## src/rtl/pe_cfg_pkg.sv

```systemverilog
// pe_cfg_pkg: definitions shared by the PE configuration loader and its
// word serializer.
//   state_e           - loader sequencing states
//   WORD_W            - bitstream word width
//   CHAIN_LEN_DEFAULT - config bits in one PE tile chain
//   idx_width()       - index width for an n-entry vector (never below 1)
package pe_cfg_pkg;

    localparam int WORD_W = 32;

    // Chain order: ALU2 cells, MEM cell, FULLYCONN_2X1, FULLYCONN_4X4.
    localparam int ALU2_CFG_W    = 4;
    localparam int MEM_CFG_W     = 1;
    localparam int FC2X1_CFG_W   = 1;
    localparam int FC4X4_CFG_W   = 8;
    localparam int CHAIN_LEN_DEFAULT = ALU2_CFG_W + MEM_CFG_W + FC2X1_CFG_W + FC4X4_CFG_W;

    typedef enum logic [2:0] {
        ST_IDLE   = 3'd0,
        ST_CLEAR  = 3'd1,
        ST_LOAD   = 3'd2,
        ST_VERIFY = 3'd3,
        ST_DONE   = 3'd4
    } state_e;

    function automatic int idx_width(input int n);
        return (n > 1) ? $clog2(n) : 1;
    endfunction

endpackage

```

## src/rtl/pe_cfg_serializer.sv

```systemverilog
// pe_cfg_serializer: one-word buffer that accepts a bitstream word over a
// ready/valid handshake and hands it out LSB first, one bit per shift.
//   clk_i, reset_i  - clock, synchronous active-high reset
//   flush_i         - drop any remaining bits (unused tail of the last word)
//   fetch_en_i      - loader is in a state that may accept words
//   word_i          - bitstream word
//   word_valid_i    - word_i is valid
//   shift_i         - consume the current bit
//   word_ready_o    - word accepted this cycle when word_valid_i is high
//   bit_o           - current bit (buffer LSB)
//   empty_o         - no bits left in the buffer
module pe_cfg_serializer #(
    parameter int W = pe_cfg_pkg::WORD_W
) (
    input  logic         clk_i,
    input  logic         reset_i,
    input  logic         flush_i,
    input  logic         fetch_en_i,
    input  logic [W-1:0] word_i,
    input  logic         word_valid_i,
    input  logic         shift_i,
    output logic         word_ready_o,
    output logic         bit_o,
    output logic         empty_o
);
    import pe_cfg_pkg::*;

    localparam int REM_W = $clog2(W + 1);

    logic [W-1:0]     buf_q, buf_d;
    logic [REM_W-1:0] rem_q, rem_d;

    assign empty_o      = (rem_q == '0);
    assign word_ready_o = fetch_en_i && empty_o;
    assign bit_o        = buf_q[0];

    always_comb begin
        buf_d = buf_q;
        rem_d = rem_q;
        if (flush_i) begin
            buf_d = '0;
            rem_d = '0;
        end else if (word_ready_o && word_valid_i) begin
            buf_d = word_i;
            rem_d = REM_W'(W);
        end else if (shift_i && !empty_o) begin
            buf_d = buf_q >> 1;
            rem_d = rem_q - REM_W'(1);
        end
    end

    always_ff @(posedge clk_i) begin
        if (reset_i) begin
            buf_q <= '0;
            rem_q <= '0;
        end else begin
            buf_q <= buf_d;
            rem_q <= rem_d;
        end
    end

endmodule

```

## src/rtl/pe_config_loader.sv

```systemverilog
// pe_config_loader: clears a PE tile config chain, shifts in CHAIN_LEN bits
// from the bitstream, then optionally recirculates the chain once to check
// it against a shadow copy of what was loaded.
//   clk_i, reset_i   - clock, synchronous active-high reset
//   start_i          - begin a load (only honoured in IDLE)
//   word_in_i        - bitstream word, with word_valid_i / word_ready_o
//   cfg_reset_o      - chain config_reset
//   cfg_shift_o      - chain shift strobe (config_clk enable)
//   cfg_data_o       - chain config_in
//   cfg_readback_i   - chain config_out
//   busy_o, done_o   - not idle / one-cycle end-of-load pulse
//   error_o          - sticky read-back mismatch
//
// state     | meaning
// ----------+-----------------------------------------------------------
// ST_IDLE   | waiting for start
// ST_CLEAR  | one cycle of cfg_reset on the chain
// ST_LOAD   | fetch a word when the buffer is empty, else shift one bit
// ST_VERIFY | recirculate the chain, compare each bit with the shadow
// ST_DONE   | one-cycle done pulse
module pe_config_loader #(
    parameter int CHAIN_LEN = pe_cfg_pkg::CHAIN_LEN_DEFAULT,
    parameter int WORD_W    = pe_cfg_pkg::WORD_W,
    parameter int VERIFY    = 1
) (
    input  logic              clk_i,
    input  logic              reset_i,
    input  logic              start_i,
    input  logic [WORD_W-1:0] word_in_i,
    input  logic              word_valid_i,
    output logic              word_ready_o,
    output logic              cfg_reset_o,
    output logic              cfg_shift_o,
    output logic              cfg_data_o,
    input  logic              cfg_readback_i,
    output logic              busy_o,
    output logic              done_o,
    output logic              error_o
);
    import pe_cfg_pkg::*;

    localparam int               CNT_W    = idx_width(CHAIN_LEN);
    localparam logic [CNT_W-1:0] LAST_IDX = CNT_W'(CHAIN_LEN - 1);

    state_e               state_q;
    logic [CNT_W-1:0]     bit_cnt_q;
    logic [CNT_W-1:0]     vfy_cnt_q;
    logic [CHAIN_LEN-1:0] shadow_q;
    logic                 error_q;

    logic ser_bit;
    logic ser_empty;
    logic load_shift;
    logic last_bit;
    logic ser_flush;

    assign load_shift = (state_q == ST_LOAD) && !ser_empty;
    assign last_bit   = load_shift && (bit_cnt_q == LAST_IDX);
    // The tail of the final word must not be carried into the next load.
    assign ser_flush  = (state_q == ST_CLEAR) || last_bit;

    pe_cfg_serializer #(
        .W(WORD_W)
    ) u_ser (
        .clk_i        (clk_i),
        .reset_i      (reset_i),
        .flush_i      (ser_flush),
        .fetch_en_i   (state_q == ST_LOAD),
        .word_i       (word_in_i),
        .word_valid_i (word_valid_i),
        .shift_i      (load_shift),
        .word_ready_o (word_ready_o),
        .bit_o        (ser_bit),
        .empty_o      (ser_empty)
    );

    assign cfg_reset_o = (state_q == ST_CLEAR);
    assign cfg_shift_o = load_shift || (state_q == ST_VERIFY);
    assign busy_o      = (state_q != ST_IDLE);
    assign done_o      = (state_q == ST_DONE);
    assign error_o     = error_q;

    // During verify the chain output is fed straight back in, so after
    // CHAIN_LEN strobes the chain holds exactly what was loaded.
    always_comb begin
        cfg_data_o = 1'b0;
        if (state_q == ST_LOAD) begin
            cfg_data_o = ser_bit;
        end else if (state_q == ST_VERIFY) begin
            cfg_data_o = cfg_readback_i;
        end
    end

    always_ff @(posedge clk_i) begin
        if (reset_i) begin
            state_q   <= ST_IDLE;
            bit_cnt_q <= '0;
            vfy_cnt_q <= '0;
            shadow_q  <= '0;
            error_q   <= 1'b0;
        end else begin
            case (state_q)
                ST_IDLE: begin
                    if (start_i) begin
                        state_q   <= ST_CLEAR;
                        error_q   <= 1'b0;
                        bit_cnt_q <= '0;
                        vfy_cnt_q <= '0;
                    end
                end
                ST_CLEAR: begin
                    state_q <= ST_LOAD;
                end
                ST_LOAD: begin
                    if (load_shift) begin
                        shadow_q[bit_cnt_q] <= ser_bit;
                        if (last_bit) begin
                            bit_cnt_q <= '0;
                            state_q   <= (VERIFY != 0) ? ST_VERIFY : ST_DONE;
                        end else begin
                            bit_cnt_q <= bit_cnt_q + CNT_W'(1);
                        end
                    end
                end
                ST_VERIFY: begin
                    if (cfg_readback_i != shadow_q[vfy_cnt_q]) begin
                        error_q <= 1'b1;
                    end
                    if (vfy_cnt_q == LAST_IDX) begin
                        vfy_cnt_q <= '0;
                        state_q   <= ST_DONE;
                    end else begin
                        vfy_cnt_q <= vfy_cnt_q + CNT_W'(1);
                    end
                end
                ST_DONE: begin
                    state_q <= ST_IDLE;
                end
                default: begin
                    state_q <= ST_IDLE;
                end
            endcase
        end
    end

endmodule
```

## config.mk

```make
export PLATFORM = sky130hd
export DESIGN_NAME = pe_config_loader
export DESIGN_NICKNAME = d
export VERILOG_FILES = /design/src/rtl/pe_cfg_pkg.sv /design/src/rtl/pe_cfg_serializer.sv /design/src/rtl/pe_config_loader.sv
export SDC_FILE = /design/constraint.sdc
export NUM_CORES = 1
export LEC_CHECK = 0
export BUFFER_PORTS_ARGS = -buffer_cell sky130_fd_sc_hd__clkbuf_2
export CORE_AREA = 5 5 89 91
export CTS_CLUSTER_DIAMETER = 60
export DETAILED_ROUTE_END_ITERATION = 12
export DIE_AREA = 0 0 94 96
export GPL_TIMING_DRIVEN = 0
export HOLD_SLACK_MARGIN = 0.12
export SYNTH_ARGS = -nofsm -noshare
export SYNTH_HDL_FRONTEND = slang
export SYNTH_SLANG_ARGS = --single-unit
```

## constraint.sdc

```tcl
create_clock -name clk_i -period 3.7 [get_ports clk_i]
set_input_delay 0.74 -clock clk_i [delete_from_list [all_inputs] [get_ports clk_i]]
set_output_delay 0.74 -clock clk_i [all_outputs]
set_load 0.005 [all_outputs]
```

==> results.json, run 1 <==
{
  "final_layout_size_suffix_gt1_share_pct": 20.8,
  "synth_fa_ha_area_share_pct": 3.30,
  "fin_crit_sh_pct": 68.1,
  "max_slew.worst_pin.slew_ns": 0.525,
  "io_pins": 44,
  "ys_ff_latch": 64,
  "path_max_fanout": 7,
  "cts_hold_repair.buffers": 0,
  "antenna-diode-count": 0,
  "portion_of_netlist_area_occupied_by_mux_cells_pct": 5.40,
  "final_tns_setup_ns": 0,
  "nNetsFinal": 451,
  "syn-cell-area_um2": 3030,
  "grt_setup_unrepaired": "false",
  "report.final.hold_viol_count": 0,
  "worst_skew_ns": 0.00805,
  "slew_headroom_pct": 65.0,
  "floorplan.die_area_um2": 9020,
  "max_slew_vio_count": 0,
  "cts_htree_levels": 3,
  "result_of_the_run": "completed",
  "worstSkewPairLatency_ns": 0.33,
  "leading_register_cell_type_out_of_synthesis": "dfxtp_1",
  "placeableCoreArea_um2": 7060,
  "setup_violators_final": 0,
  "overflow": 0,
  "pin_count_of_the_biggest_net_entering_global_routing": 11,
  "vias_in_the_first_global_route": 2562,
  "drt_iter0_markers": 124,
  "synth_compound_gate_area_share_pct": 20.5,
  "fp.dieW_um": 94,
  "synth_async_sr_flop_share_pct": 0,
  "setup_slack_ns": 1.18,
  "finalPower_mw": 1.62,
  "hold_class": "flop to flop",
  "powerDensity_nw_per_um2": 453,
  "worst_hold_slack_ns": 0.457,
  "library_cells_used_by_synthesis": 44,
  "timing_worst_setup_path_type": "flop to output pin",
  "most_numerous_cell_in_the_yosys_netlist": "dfxtp_1",
  "fin_cells": 508,
  "dpl.hpwl_mm": 4.90,
  "synth_simple_gate_area_share_pct": 21.0,
  "initial_antenna_violation_count": 0,
  "timing.critical_path.from_type": "flop",
  "ir_worst_vdd_uv": 221,
  "post-route-util_pct": 50.7,
  "dpl.cell_count": 494,
  "die_height_um": 96,
  "total_leakage_power_nw": 1.37,
  "layout_area_growth_over_synthesis_pct": 18.0,
  "cts_bufs_inserted": 9,
  "synth_fp_nets": 397,
  "drt_pass1_iterations": 4,
  "grtUsageTotal_pct": 16.3,
  "route.vias.total": 2632,
  "synth.yosys.seq_area_share_pct": 42.2,
  "worstPathArrival_ns": 1.78,
  "synth_common_cells": "64 x dfxtp_1, 52 x nand2_1, 47 x a21oi_1",
  "fmax_mhz": 397,
  "tritoncts": "built",
  "yosysWarningCount": 0,
  "timing.critical_path.to_type": "output pin",
  "syn_inst": 352,
  "timing.critical_path.required_ns": 2.96,
  "timing.final.crit_period_ns": 2.52,
  "grt_first_pass_wirelength_mm": 11.7,
  "dpl-instance-area_um2": 3370,
  "drt_wl_total_mm": 6.69,
  "ctsRootBufferMaster": "clkbuf_8",
  "yosys.area_share.xor_xnor_pct": 2.31,
  "synth_area_leader_cell": "dfxtp_1",
  "avgViaCountPerCell": 5.18,
  "preCtsSetupSlack_ns": 1.51,
  "synth.top_cell.area_share_pct": 42.2,
  "cts-resized-gates": 0,
  "drt_drc_violations_left": 0,
  "wl_per_cell_um": 13.2,
  "number_of_synthesized_flops_with_an_enable_pin": 0,
  "postLayoutCellArea_um2": 3580,
  "ys_top_cells_by_area": "dfxtp_1 42%, a22oi_1 7.9%, a21oi_1 7.8%, nand2_1 6.4%, nor2_1 4.5%",
  "floorplan.initialDensity_pct": 43.0,
  "clk_pin_slew_worst_paths_ns": 0.07,
  "clock_sink_count": 64,
  "clk_path_buf_depth": 2,
  "post_cts_setup_bufs": 0,
  "port_buffers": 43,
  "syn_area_per_cell_um2": 8.62,
  "detail-route-antenna-nets": 0,
  "synth_top_family_by_area": "simple AND/OR/NAND/NOR gates",
  "placementRows": 31,
  "max_cap_violations": 0,
  "routabilityCongestion": 0.836
}
[critical path, stage by stage, from the launching register on]
cell and delay, ns:
dfxtp_1 0.39, inv_1 0.10, ha_1 0.19, and2b_1 0.25, a21o_1 0.32, nand2_1 0.10, clkbuf_2 0.11
[kinds of logic (layout without fill, tap and decap cells)]
group | after synthesis | count (layout)
buffers and inverters | 32 | 89
muxes | 15 | 15
AOI/OAI and AO/OA | 94 | 94
and+or+nand+nor | 131 | 131
xor gates and xnor gates | 8 | 8
DFF | 64 | 64
adders and majority gates | 8 | 8
[worst paths after layout]
path	from	endpoint	slack, ns	cells after the start
setup / recovery	u_ser.rem_q[0]	cfg_shift_o	1.18	6
setup reg to reg	u_ser.rem_q[0]	u_ser.buf_q[6]	1.58	9
hold / removal	shadow_q[3]	shadow_q[3]	0.46	2
hold reg to reg	shadow_q[3]	shadow_q[3]	0.46	2
[metal layers]
layer / vias up / wire length (µm) / global-route usage [%]
met5: - / 0 / 0
met2: 62 / 3020 / 26.0
met3: 11 / 351 / 5.71
li1: 1357 / - / -
met1: 1202 / 3220 / 20.6
met4: 0 / 102 / 5.29
[sequential cells by signal, indices dropped and copies added (netlist names)]
signal,count
shadow_q,14
vfy_cnt_q,4
error_o,1
state_q,3
u_ser.buf_q,32
u_ser.rem_q,6
bit_cnt_q,4
[report_power, final]
| part | switching, mW | internal [mW] | leakage [nW] | total, mW |
|---|---|---|---|---|
| combinational | 0.153 | 0.0961 | 0.749 | 0.249 |
| clock | 0.253 | 0.388 | 0.108 | 0.641 |
| sequential | 0.0168 | 0.715 | 0.517 | 0.732 |
| total | 0.422 | 1.20 | 1.37 | 1.62 |
[cell type report]
type / instances / area (µm²)
plain buffers: 25 / 133
clock buffers: 10 / 138
clock inverters: 4 / 70.1
fillers: 716 / 3480
inverters: 7 / 26.3
multi-input cells: 256 / 1590
flip-flops and latches: 64 / 1280
well taps: 99 / 124
repair buffers: 43 / 215
[cell usage in the layout (no fill, tap or decap), drive strengths merged, types with 2 or more instances in the layout]
cell,synthesis,routed
dfxtp,64,64
clkbuf,6,59
nand2,52,52
a21oi,48,48
nor2,36,36
a22oi,32,32
buf,19,19
mux2i,13,13
nand3,12,12
nand4b,8,8
ha,8,8
inv,7,7
xor2,5,5
nand4,4,4
o21ai,4,4
nor3b,3,3
a21o,3,3
xnor2,3,3
nor3,3,3
and2,2,2
nand3b,2,2
a211oi,2,2
bufinv,0,2
clkinv,0,2
Power figures use the tool's default switching activity.
==> run 2: changes to the inputs <==
ABC_AREA = 1   (was unset)
PLACE_DENSITY = 0.67   (was unset)
clock period = 2.15 ns   (was 3.7 ns; I/O delays follow)
==> run 2 against run 1 <==
- combinational power grew 58%
- register-to-register slack got worse by 1.1 ns
- first-iteration DRC count up 35%
- clock-buffer cell count unchanged
- via count is 3.9% higher
- cell count grew 9.3%
- non-clock buffer count is 8 lower
- core utilization rose by 1.2 points
- die area stayed put
- worst setup slack worse by 0.93 ns
- highest routed layer unchanged
==> results.json, run 2 <==
{
  "fin_crit_sh_pct": 88.5,
  "ctsRootBufferMaster": "clkbuf_8",
  "tritoncts": "built",
  "path_max_fanout": 10,
  "report.final.hold_viol_count": 0,
  "cts-resized-gates": 0,
  "layout_area_growth_over_synthesis_pct": 18.6,
  "synth.yosys.seq_area_share_pct": 41.5,
  "dpl-instance-area_um2": 3430,
  "timing_worst_setup_path_type": "flop to output pin",
  "fp.dieW_um": 94,
  "grt_first_pass_wirelength_mm": 11.5,
  "routabilityCongestion": 0.813,
  "worst_skew_ns": 0.00530,
  "clk_path_buf_depth": 2,
  "placeableCoreArea_um2": 7060,
  "syn_area_per_cell_um2": 7.78,
  "max_cap_violations": 0,
  "setup_slack_ns": 0.246,
  "leading_register_cell_type_out_of_synthesis": "dfxtp_1",
  "grt_setup_unrepaired": "false",
  "post_cts_setup_bufs": 0,
  "powerDensity_nw_per_um2": 790,
  "timing.critical_path.from_type": "flop",
  "clock_sink_count": 64,
  "power.sequential.fraction_pct": 43.7,
  "layout_commonest_cell": "nand2_1",
  "port_buffers": 43,
  "preCtsSetupSlack_ns": 0.401,
  "largest-register": "u_ser.buf_q",
  "result_of_the_run": "completed",
  "max_slew.worst_pin.slew_ns": 0.394,
  "postLayoutCellArea_um2": 3660,
  "ir_worst_vdd_uv": 486,
  "number_of_synthesized_flops_with_an_enable_pin": 0,
  "synth_fp_nets": 442,
  "cp_cell_sequence": "inv_1 -> ha_1 -> nand4_4 -> nand2_4 -> nand2_1 -> clkbuf_2",
  "critical_path.n_buffers_inverters": 2,
  "synth_area_leader_cell": "dfxtp_1",
  "avgViaCountPerCell": 4.93,
  "pwr-share-comb_pct": 13.6,
  "most_numerous_cell_in_the_yosys_netlist": "nand2_1",
  "initial_antenna_violation_count": 0,
  "largest_delay_contributor_family_on_the_critical_path": "simple AND/OR/NAND/NOR gates",
  "route.vias.total": 2734,
  "drt_pass1_iterations": 4,
  "drt_iter0_markers": 168,
  "p_switching_mw": 0.743,
  "yosysWarningCount": 0,
  "dpl.hpwl_mm": 4.83,
  "hold_class": "input port to flop",
  "die_height_um": 96,
  "cts_htree_levels": 3,
  "io_pins": 44,
  "fmax_mhz": 525,
  "detail-route-antenna-nets": 0,
  "largest_reg_flops": 32,
  "total_leakage_power_nw": 1.51,
  "worst_hold_slack_ns": 0.335,
  "reg_top3": "u_ser.buf_q (32), shadow_q (14), u_ser.rem_q (6)",
  "timing.final.crit_period_ns": 1.90,
  "synth_async_sr_flop_share_pct": 0,
  "drt_drc_violations_left": 0,
  "nNetsFinal": 496,
  "worst_path_largest_cell_delay_ns": 0.33,
  "max_slew_vio_count": 0,
  "floorplan.initialDensity_pct": 43.8,
  "antenna-diode-count": 0,
  "dpl.cell_count": 539,
  "worstSkewPairLatency_ns": 0.33,
  "syn-cell-area_um2": 3090,
  "power.switching_fraction_pct": 25.7,
  "worst_path_max_delay_cell": "dfxtp_1",
  "timing.critical_path.required_ns": 1.72,
  "ys_ff_latch": 64,
  "cts_hold_repair.buffers": 0,
  "final_tns_setup_ns": 0,
  "pin_count_of_the_biggest_net_entering_global_routing": 12,
  "syn_inst": 397,
  "timing.critical_path.to_type": "output pin",
  "final_layout_size_suffix_gt1_share_pct": 21.5,
  "clk_pin_slew_worst_paths_ns": 0.07,
  "post-route-util_pct": 51.9,
  "grtUsageTotal_pct": 15.9,
  "overflow": 0,
  "wl_per_cell_um": 11.8,
  "vias_in_the_first_global_route": 2679,
  "synth_common_cells": "86 x nand2_1, 64 x dfxtp_1, 57 x a21oi_1",
  "setup_violators_final": 0,
  "cts_bufs_inserted": 9,
  "fin_cells": 555,
  "ys_top_cells_by_area": "dfxtp_1 41%, nand2_1 10%, a21oi_1 9.2%, inv_1 5.5%, a22oi_1 5.3%",
  "power_frac_clock_pct": 42.7,
  "drt_wl_total_mm": 6.54,
  "leading_cell_types_in_the_layout_fill_and_taps_excluded": "86 x nand2_1, 64 x dfxtp_1, 57 x a21oi_1",
  "worstPathArrival_ns": 1.47,
  "synth.top_cell.area_share_pct": 41.5,
  "internal_power_mw": 2.15,
  "slew_headroom_pct": 73.7,
  "library_cells_used_by_synthesis": 34,
  "placementRows": 31,
  "finalPower_mw": 2.89,
  "floorplan.die_area_um2": 9020
}
==> run 2: cell count changes in the layout (fill, tap and decap cells not counted), sizes merged, moves of 8 or more <==
cell    previous run  this run
inv                7        50
nand3             12        23
o21ai              4        19
nor2              36        20
nand4b             8         0
mux2i             13         0
nand2             52        90
a21oi             48        57
==> run 2: area by class of cell <==
cell class	instances	area [µm²]
multi-input combinational	266	1490
clock inverter	6	108
fill	733	3390
timing repair buffer	43	215
tap	99	124
buffer	17	124
inverter	50	193
clock buffer	10	128
sequential	64	1280
==> run 2: worst register-to-register path, stage by stage, from the launching register on <==
cell     delay, ns
dfxtp_1       0.36
inv_1         0.08
ha_1          0.21
nand4_4       0.14
nand2_4       0.13
inv_4         0.10
buf_6         0.14
nand2_1       0.09
o31ai_1       0.22
a21oi_1       0.10
==> run 2: kinds of logic (layout without fill, tap and decap cells) <==
logic type,Yosys count,count (layout),share of synthesized area [%]
fa+ha+maj,8,8,3.24
buf+inv,67,126,10.2
xor+xnor,5,5,1.42
flops,64,64,41.5
compound gates,110,110,21.7
simple gates,143,143,21.9
==> run 2: power groups by stage <==
stage | clock [mW] | sequential, mW | combinational (mW)
floorplan | 0 | 1.29 | 0.281
CTS | 1.26 | 1.27 | 0.397
detailed placement | 0 | 1.29 | 0.395
global placement | 0 | 1.29 | 0.389
finish | 1.24 | 1.27 | 0.393
global route | 1.31 | 1.27 | 0.444
==> run 2: final timing paths <==
kind	depth (start not counted)	endpoint	from	slack, ns
max	6	cfg_shift_o	u_ser.rem_q[1]	0.25
min	3	u_ser.buf_q[31]	word_in_i[31]	0.34
max reg2reg	9	u_ser.rem_q[4]	u_ser.rem_q[1]	0.47
min reg2reg	2	error_o	error_o	0.45
==> run 2: metal layers <==
metal | global-route usage [%] | vias to the layer above | part of all wire, %
met3 | 4.77 | 7 | 4.5
met2 | 29.4 | 46 | 51
met5 | 0 | - | 0
met4 | 5.78 | 0 | 1.1
li1 | - | 1436 | -
met1 | 17.2 | 1245 | 44
